==> config.mk <==
export PLATFORM = sky130hd
export DESIGN_NAME = cmos_frame_capture_flat
export DESIGN_NICKNAME = d
export VERILOG_FILES = /design/src/rtl/cmos_frame_capture_if.sv /design/src/rtl/cmos_frame_capture.sv /design/src/flat_wrapper.sv
export SDC_FILE = /design/constraint.sdc
export NUM_CORES = 1
export LEC_CHECK = 0
export ABC_AREA = 1
export BUFFER_PORTS_ARGS = -buffer_cell sky130_fd_sc_hd__buf_4
export CAP_MARGIN = 20
export CORE_MARGIN = 2
export CORE_UTILIZATION = 30
export CTS_BUF_LIST = sky130_fd_sc_hd__clkbuf_4 sky130_fd_sc_hd__clkbuf_8
export DETAILED_ROUTE_END_ITERATION = 7
export PLACE_DENSITY = 0.41
export SLEW_MARGIN = 20
export SYNTH_ARGS = -nofsm -noshare
export SYNTH_HDL_FRONTEND = slang
export SYNTH_SLANG_ARGS = --single-unit
==> constraint.sdc <==
create_clock -name clk -period 7.5 [get_ports clk]
set_input_delay 0.75 -clock clk [delete_from_list [all_inputs] [get_ports clk]]
set_output_delay 0.75 -clock clk [all_outputs]
set_load 0.01 [all_outputs]
==> src/rtl/cmos_frame_capture_if.sv <==
// Write port from the camera capture block toward the DDR write FIFO.
interface cmos_frame_capture_if #(parameter int ADDR_W = 24);
  logic              wr_valid;
  logic              wr_ready;
  logic [63:0]       wr_data;
  logic [ADDR_W-1:0] wr_addr;

  modport master (output wr_valid, wr_data, wr_addr, input wr_ready);
  modport slave  (input wr_valid, wr_data, wr_addr, output wr_ready);
endinterface

==> src/rtl/cmos_frame_capture.sv <==
// Camera pixel receiver: frame-aligned 8:1 byte packing into a 4-deep write buffer.
// Optional geometry checking is built when CAP_GEOM_CHECK_EN is defined.
module cmos_frame_capture #(
  parameter int   IMG_HDISP = 1280,
  parameter int   IMG_VDISP = 768,
  parameter logic VSYNC_POL = 1'b1,
  parameter int   ADDR_W    = 24
) (
  input  logic                 clk,
  input  logic                 rst,
  input  logic                 cap_en,
  input  logic                 cam_vsync,
  input  logic                 cam_href,
  input  logic [7:0]           cam_data,
  cmos_frame_capture_if.master wr,
  output logic                 frame_start,
  output logic                 frame_done,
  output logic [15:0]          frame_cnt,
  output logic                 ovf,
  output logic                 geom_err
);

  typedef enum logic [2:0] {IDLE, ARM, CAPT, DONE, SYNC} state_t;
  typedef struct packed {
    logic [ADDR_W-1:0] addr;
    logic [63:0]       data;
  } word_t;

  state_t st, nxt;
  logic   vs_act, vs_q, fbeg, fend;
  logic   start_c, stop_q, pend_q;

  // Edges compare the registered level against the live level.
  assign vs_act = (cam_vsync == VSYNC_POL);
  assign fbeg   = vs_q & ~vs_act;
  assign fend   = ~vs_q & vs_act;

  always_comb begin
    nxt     = st;
    start_c = 1'b0;
    unique case (st)
      IDLE: if (cap_en) nxt = ARM;
      ARM, SYNC: begin
        if (!cap_en) nxt = IDLE;
        else if (fbeg) begin
          nxt     = CAPT;
          start_c = 1'b1;
        end
      end
      CAPT: if (fbeg || fend) nxt = DONE;
      DONE: begin
        if (cap_en && !stop_q) begin
          if (pend_q || fbeg) begin
            nxt     = CAPT;
            start_c = 1'b1;
          end else nxt = SYNC;
        end else nxt = IDLE;
      end
      default: nxt = IDLE;
    endcase
  end

  // packer
  logic [2:0]      bcnt;
  logic [7:0][7:0] pack_q, push_data;
  logic            href_q, pix, lend, push;

  assign pix  = (st == CAPT) && cam_href;
  assign lend = (st == CAPT) && href_q && !cam_href;
  assign push = (pix && bcnt == 3'd7) || (lend && bcnt != 3'd0) ||
                (st == DONE && bcnt != 3'd0);

  // Unwritten bytes are already zero, so a partial word is self-padded.
  always_comb begin
    push_data = pack_q;
    if (pix) push_data[7] = cam_data;
  end

  // write buffer
  word_t             mem [4];
  logic [1:0]        wp, rp;
  logic [2:0]        cnt;
  logic              full, empty, pop, wen, drop;
  logic [ADDR_W-1:0] addr_q;

  assign full  = (cnt == 3'd4);
  assign empty = (cnt == 3'd0);
  assign pop   = wr.wr_valid & wr.wr_ready;
  assign wen   = push && (!full || pop);
  assign drop  = push && full && !pop;

  assign wr.wr_valid = !empty;
  assign wr.wr_data  = empty ? 64'd0 : mem[rp].data;
  assign wr.wr_addr  = empty ? '0 : mem[rp].addr;

  always_ff @(posedge clk)
    if (wen) mem[wp] <= {addr_q, 64'(push_data)};

  always_ff @(posedge clk or posedge rst) begin
    if (rst) begin
      st          <= IDLE;
      vs_q        <= 1'b0;
      stop_q      <= 1'b0;
      pend_q      <= 1'b0;
      href_q      <= 1'b0;
      bcnt        <= 3'd0;
      pack_q      <= '0;
      wp          <= 2'd0;
      rp          <= 2'd0;
      cnt         <= 3'd0;
      addr_q      <= '0;
      frame_start <= 1'b0;
      frame_done  <= 1'b0;
      frame_cnt   <= 16'd0;
      ovf         <= 1'b0;
    end else begin
      st          <= nxt;
      vs_q        <= vs_act;
      stop_q      <= (st == CAPT) && (stop_q || !cap_en);
      pend_q      <= (st == CAPT) && fbeg;
      href_q      <= cam_href;
      frame_start <= start_c;
      frame_done  <= (st == DONE);
      if (st == DONE) frame_cnt <= frame_cnt + 16'd1;

      if (st != CAPT || lend) begin
        bcnt   <= 3'd0;
        pack_q <= '0;
      end else if (pix) begin
        if (bcnt == 3'd7) pack_q <= '0;
        else              pack_q[bcnt] <= cam_data;
        bcnt <= bcnt + 3'd1;
      end

      if (wen) wp <= wp + 2'd1;
      if (pop) rp <= rp + 2'd1;
      cnt <= cnt + 3'(wen) - 3'(pop);

      // Dropped words still consume an address to keep frame positions.
      if (start_c)   addr_q <= '0;
      else if (push) addr_q <= addr_q + ADDR_W'(1);

      if (st == IDLE) ovf <= 1'b0;
      else if (drop)  ovf <= 1'b1;
    end
  end

`ifdef CAP_GEOM_CHECK_EN
  logic [15:0] pcnt, lcnt, lines_eff;
  logic        geom_bad;

  assign lines_eff = lcnt + 16'(pcnt != 16'd0);
  assign geom_bad  = (lend && pcnt != 16'(IMG_HDISP)) ||
                     (st == DONE && ((pcnt != 16'd0 && pcnt != 16'(IMG_HDISP)) ||
                                     lines_eff != 16'(IMG_VDISP)));

  always_ff @(posedge clk or posedge rst) begin
    if (rst) begin
      pcnt     <= 16'd0;
      lcnt     <= 16'd0;
      geom_err <= 1'b0;
    end else begin
      if (start_c) begin
        pcnt <= 16'd0;
        lcnt <= 16'd0;
      end else if (pix) pcnt <= pcnt + 16'd1;
      else if (lend) begin
        pcnt <= 16'd0;
        lcnt <= lcnt + 16'd1;
      end
      if (st == IDLE)    geom_err <= 1'b0;
      else if (geom_bad) geom_err <= 1'b1;
    end
  end
`else
  assign geom_err = 1'b0;
`endif

endmodule

==> src/flat_wrapper.sv <==
// flat-port wrapper written by rule: the top's interface ports become plain ports
module cmos_frame_capture_flat 
#(
  parameter int   IMG_HDISP = 1280,
  parameter int   IMG_VDISP = 768,
  parameter logic VSYNC_POL = 1'b1,
  parameter int   ADDR_W    = 24
)
  (clk, rst, cap_en, cam_vsync, cam_href, cam_data, frame_start, frame_done, frame_cnt, ovf, geom_err, wr_wr_valid, wr_wr_data, wr_wr_addr, wr_wr_ready);
  cmos_frame_capture_if #(.ADDR_W(ADDR_W)) wr_i ();
  input  logic clk;
  input  logic rst;
  input  logic cap_en;
  input  logic cam_vsync;
  input  logic cam_href;
  input  logic [7:0] cam_data;
  output logic frame_start;
  output logic frame_done;
  output logic [15:0] frame_cnt;
  output logic ovf;
  output logic geom_err;
  output wire logic [$bits(wr_i.wr_valid)-1:0] wr_wr_valid;
  output wire logic [$bits(wr_i.wr_data)-1:0] wr_wr_data;
  output wire logic [$bits(wr_i.wr_addr)-1:0] wr_wr_addr;
  input wire logic [$bits(wr_i.wr_ready)-1:0] wr_wr_ready;
  assign wr_wr_valid = wr_i.wr_valid;
  assign wr_wr_data = wr_i.wr_data;
  assign wr_wr_addr = wr_i.wr_addr;
  assign wr_i.wr_ready = wr_wr_ready;
  cmos_frame_capture #(.IMG_HDISP(IMG_HDISP), .IMG_VDISP(IMG_VDISP), .VSYNC_POL(VSYNC_POL), .ADDR_W(ADDR_W)) u_core (.clk(clk), .rst(rst), .cap_en(cap_en), .cam_vsync(cam_vsync), .cam_href(cam_href), .cam_data(cam_data), .wr(wr_i), .frame_start(frame_start), .frame_done(frame_done), .frame_cnt(frame_cnt), .ovf(ovf), .geom_err(geom_err));
endmodule
==> results.sh <==
export IMPL_status="finished, final reports clean"
export IMPL_avgSynthCellArea_sq_um=11.2
export IMPL_synth_fp_nets=1755
export IMPL_ir_drop_mv=0.159
export IMPL_grtUsageMet1_pct=22.3
export IMPL_synth_cells=1728
export IMPL_final_hold_viol_count=0
export IMPL_drive_above_1_share_pct=15.7
export IMPL_cts_hold_buf=0
export IMPL_reg2reg_from="u_core.bcnt[1]"
export IMPL_routed_via_density=4.68
export IMPL_gp_routability_congestion=0.733
export IMPL_p_leak_nw=8.61
export IMPL_antenna_found_initial=1
export IMPL_totalWireLength_mm=53.5
export IMPL_seqCellArea_sq_um=13700
export IMPL_min_period_ns=4.75
export IMPL_synthToLayoutAreaGrowth_pct=18.0
export IMPL_layout_setup_ws_ns=2.75
export IMPL_cts_buffer_depth=3
export IMPL_powerDensity_nw_per_um2=358
export IMPL_synth_top_family_by_area="simple AND/OR/NAND/NOR gates"
export IMPL_rr_worst_depth=7
export IMPL_crit_fanout=79
export IMPL_synth_compound_area_share_pct=9.62
export IMPL_critPathCaptureType="output port"
export IMPL_grt_max_degree=92
export IMPL_synth_mux_area_share_pct=0
export IMPL_max_cap_violations=0
export IMPL_pre_cts_slack_ns=3.42
export IMPL_yosys_area_share_adder_pct=0.882
export IMPL_finalSetupViolCount=0
export IMPL_crit_type="flip-flop to output port"
export IMPL_synth_warnings=0
export IMPL_worst_pin_slew_ns=1.07
export IMPL_crit_required_ns=6.75
export IMPL_die_y_microns=258
export IMPL_dp_hpwl_mm=30.3
export IMPL_fp_coreArea_sq_um=63300
export IMPL_drt_iter0_drc=732
export IMPL_synth_cell_type_count=31
export IMPL_cts_resized=0
export IMPL_synth_simple_area_share_pct=14.3
export IMPL_dieArea_sq_um=66400
export IMPL_busiest_layer="met2"
export IMPL_grt_usage_pct=16.2
export IMPL_arrival_ns=4.00
export IMPL_synth_xor_area_share_pct=0.999
export IMPL_ant_nets=0
export IMPL_met3_usage_pct=3.08
export IMPL_vias=13100
export IMPL_filler_cell_count=6385
export IMPL_cts_root_buf="clkbuf_8"
export IMPL_timing_fmax_mhz=211
export IMPL_synth_area_leaders="edfxtp_1 55%, dfrtp_1 16%, nor2_1 8.0%"
export IMPL_wire_per_inst_microns=19.2
export IMPL_drc=0
export IMPL_grt_first_pass_wirelength_mm=81.8
export IMPL_htree_levels=3
export IMPL_numClockSinks=476
export IMPL_grt_remaining_overflow=0
export IMPL_startpoint_type="flip-flop"
export IMPL_first_pass_iters=5
export IMPL_insertion_delay_ns=0.67
export IMPL_nets=1903
export IMPL_cts_buffers=84
export IMPL_cts_tree="built"
export IMPL_r2r_slack_ns=3.61
export IMPL_multiInputGateArea_sq_um=5020
export IMPL_portBuffers=121
export IMPL_ys_seq_elements=476
export IMPL_holdWs_ns=0.141
export IMPL_synth_top_cell_by_area="edfxtp_1"
export IMPL_setup_tns_ns=0
export IMPL_netlist_area_sq_um=19300
export IMPL_timing_rr_end="u_core.mem[3][46]"
export IMPL_rsz0062_at_grt="no"
export IMPL_slew_headroom_pct=28.4
export IMPL_final_setup_skew_ns=0.0519
export IMPL_row_count=92
export IMPL_maxSlewViolCount=0
export IMPL_clk_pin_slew_worst_paths_ns=0.06
export IMPL_dieWidth_microns=258
export IMPL_yosysSeqAreaShare_pct=70.9
export IMPL_cts_setup_buffers=0
export IMPL_yosys_area_top_type_share_pct=54.8
export IMPL_grtUsageMet2_pct=25.9
export IMPL_period_share_pct=63.3
export IMPL_initial_core_util_pct=30.5
export IMPL_grt_pass1_vias=13200
export IMPL_io_pins=123
export IMPL_hold_class="input port to asynchronous set/reset pin"
-- sequential cells by signal (all words and copies together) (netlist names), 2 cells and up --
name              flops
u_core.pack_q        64
u_core.wp             2
u_core.cnt            3
u_core.addr_q        24
u_core.rp             2
u_core.bcnt           3
u_core.mem          352
u_core.st             3
u_core.frame_cnt     16
-- cells by family (layout without fill, tap and decap cells) --
logic type                 Yosys count  after routing
AOI/OAI and AO/OA                  370            370
and+or+nand+nor                    692            692
DFF                                476            476
adders and majority gates           13             13
buffers and inverters              154            371
xor gates and xnor gates            22             22
other                                1              2
-- Yosys cell counts (all sizes together) --
master and count:
nand3b 1, clkbuf 42, and3 3, inv 79, dfrtp 124, nand3 38
o21bai 2, nor3 21, buf 33, ha 12, nand4 5, xor2 16
fa 1, conb 1, o21ai 270, a21oi 98, nand2 205, edfxtp 352
xnor2 6, nor2 419
-- critical path: stages (launching register included) --
cell and delay (ns):
dfrtp_4 0.71, buf_4 0.66, buf_4 0.86, nor2_1 0.11, nor2_1 0.11, o21ai_0 0.10, a21oi_1 0.44, buf_4 0.21
-- placed cells by master, fill, tap and decap left out, types with 2 or more instances in the layout --
| master | instances |
|---|---|
| edfxtp_1 | 352 |
| clkinv_1 | 16 |
| nor2_1 | 408 |
| clkbuf_8 | 91 |
| xor2_1 | 16 |
| buf_4 | 136 |
| inv_6 | 2 |
| and3_1 | 3 |
| nor2_2 | 4 |
| inv_2 | 7 |
| nand2_1 | 200 |
| a21oi_1 | 98 |
| nand4_1 | 5 |
| clkinvlp_4 | 4 |
| inv_1 | 70 |
| nor3_2 | 2 |
| o21ai_1 | 22 |
| dfrtp_1 | 122 |
| nand2_2 | 5 |
| o21bai_1 | 2 |
| inv_8 | 2 |
| xnor2_1 | 6 |
| clkbuf_4 | 33 |
| ha_1 | 12 |
| dfrtp_4 | 2 |
| nor3_1 | 19 |
| o21ai_0 | 248 |
| clkinv_2 | 8 |
| nor2_4 | 6 |
| nand3_1 | 37 |
-- metrics by stage --
stage	total power, mW	utilization, %	instances	cell area [sq um]
finish	8.14	36.0	2792	22800
global route	8.67	36.0	2792	22800
CTS	8.32	36.0	2791	22800
detailed placement	5.88	33.3	2636	21100
global placement	5.87	33.3	2636	21100
floorplan	4.57	-	1728	19300
-- worst max-delay path by stage --
stage | start | endpoint | slack [ns]
finish | u_core.rp[0] | wr_wr_data[2] | 2.75
global route | u_core.rp[0] | wr_wr_data[63] | 2.45
CTS | u_core.rp[0] | wr_wr_data[55] | 2.65
detailed placement | u_core.rp[0] | wr_wr_data[55] | 3.42
global placement | u_core.rp[0] | wr_wr_data[55] | 3.43
floorplan | u_core.bcnt[0] | u_core.mem[0][0] | 2.02
-- area by class of cell --
type / count / area share, %
Multi-Input combinational cell: 1098 / 22.0
Timing Repair Buffer: 137 / 4.53
Inverter: 79 / 1.35
Antenna cell: 1 / 0.0110
Sequential cell: 476 / 60.1
Tap cell: 846 / 4.65
Clock buffer: 124 / 6.59
Clock inverter: 31 / 0.742
-- metal layers --
layer  wire (microns)  vias up
li1                 -     6239
met1            25100     6448
met2            24900      290
met3             2510       76
met4             1040        0
met5                0        -
-- power breakdown --
group          switching [mW]  total (mW)  internal [mW]
Sequential              0.171        3.09           2.92
Clock                    1.10        2.39           1.29
Combinational            1.69        2.67          0.980
Total                    2.96        8.14           5.19
No activity file was read; power rests on OpenSTA's default activity.
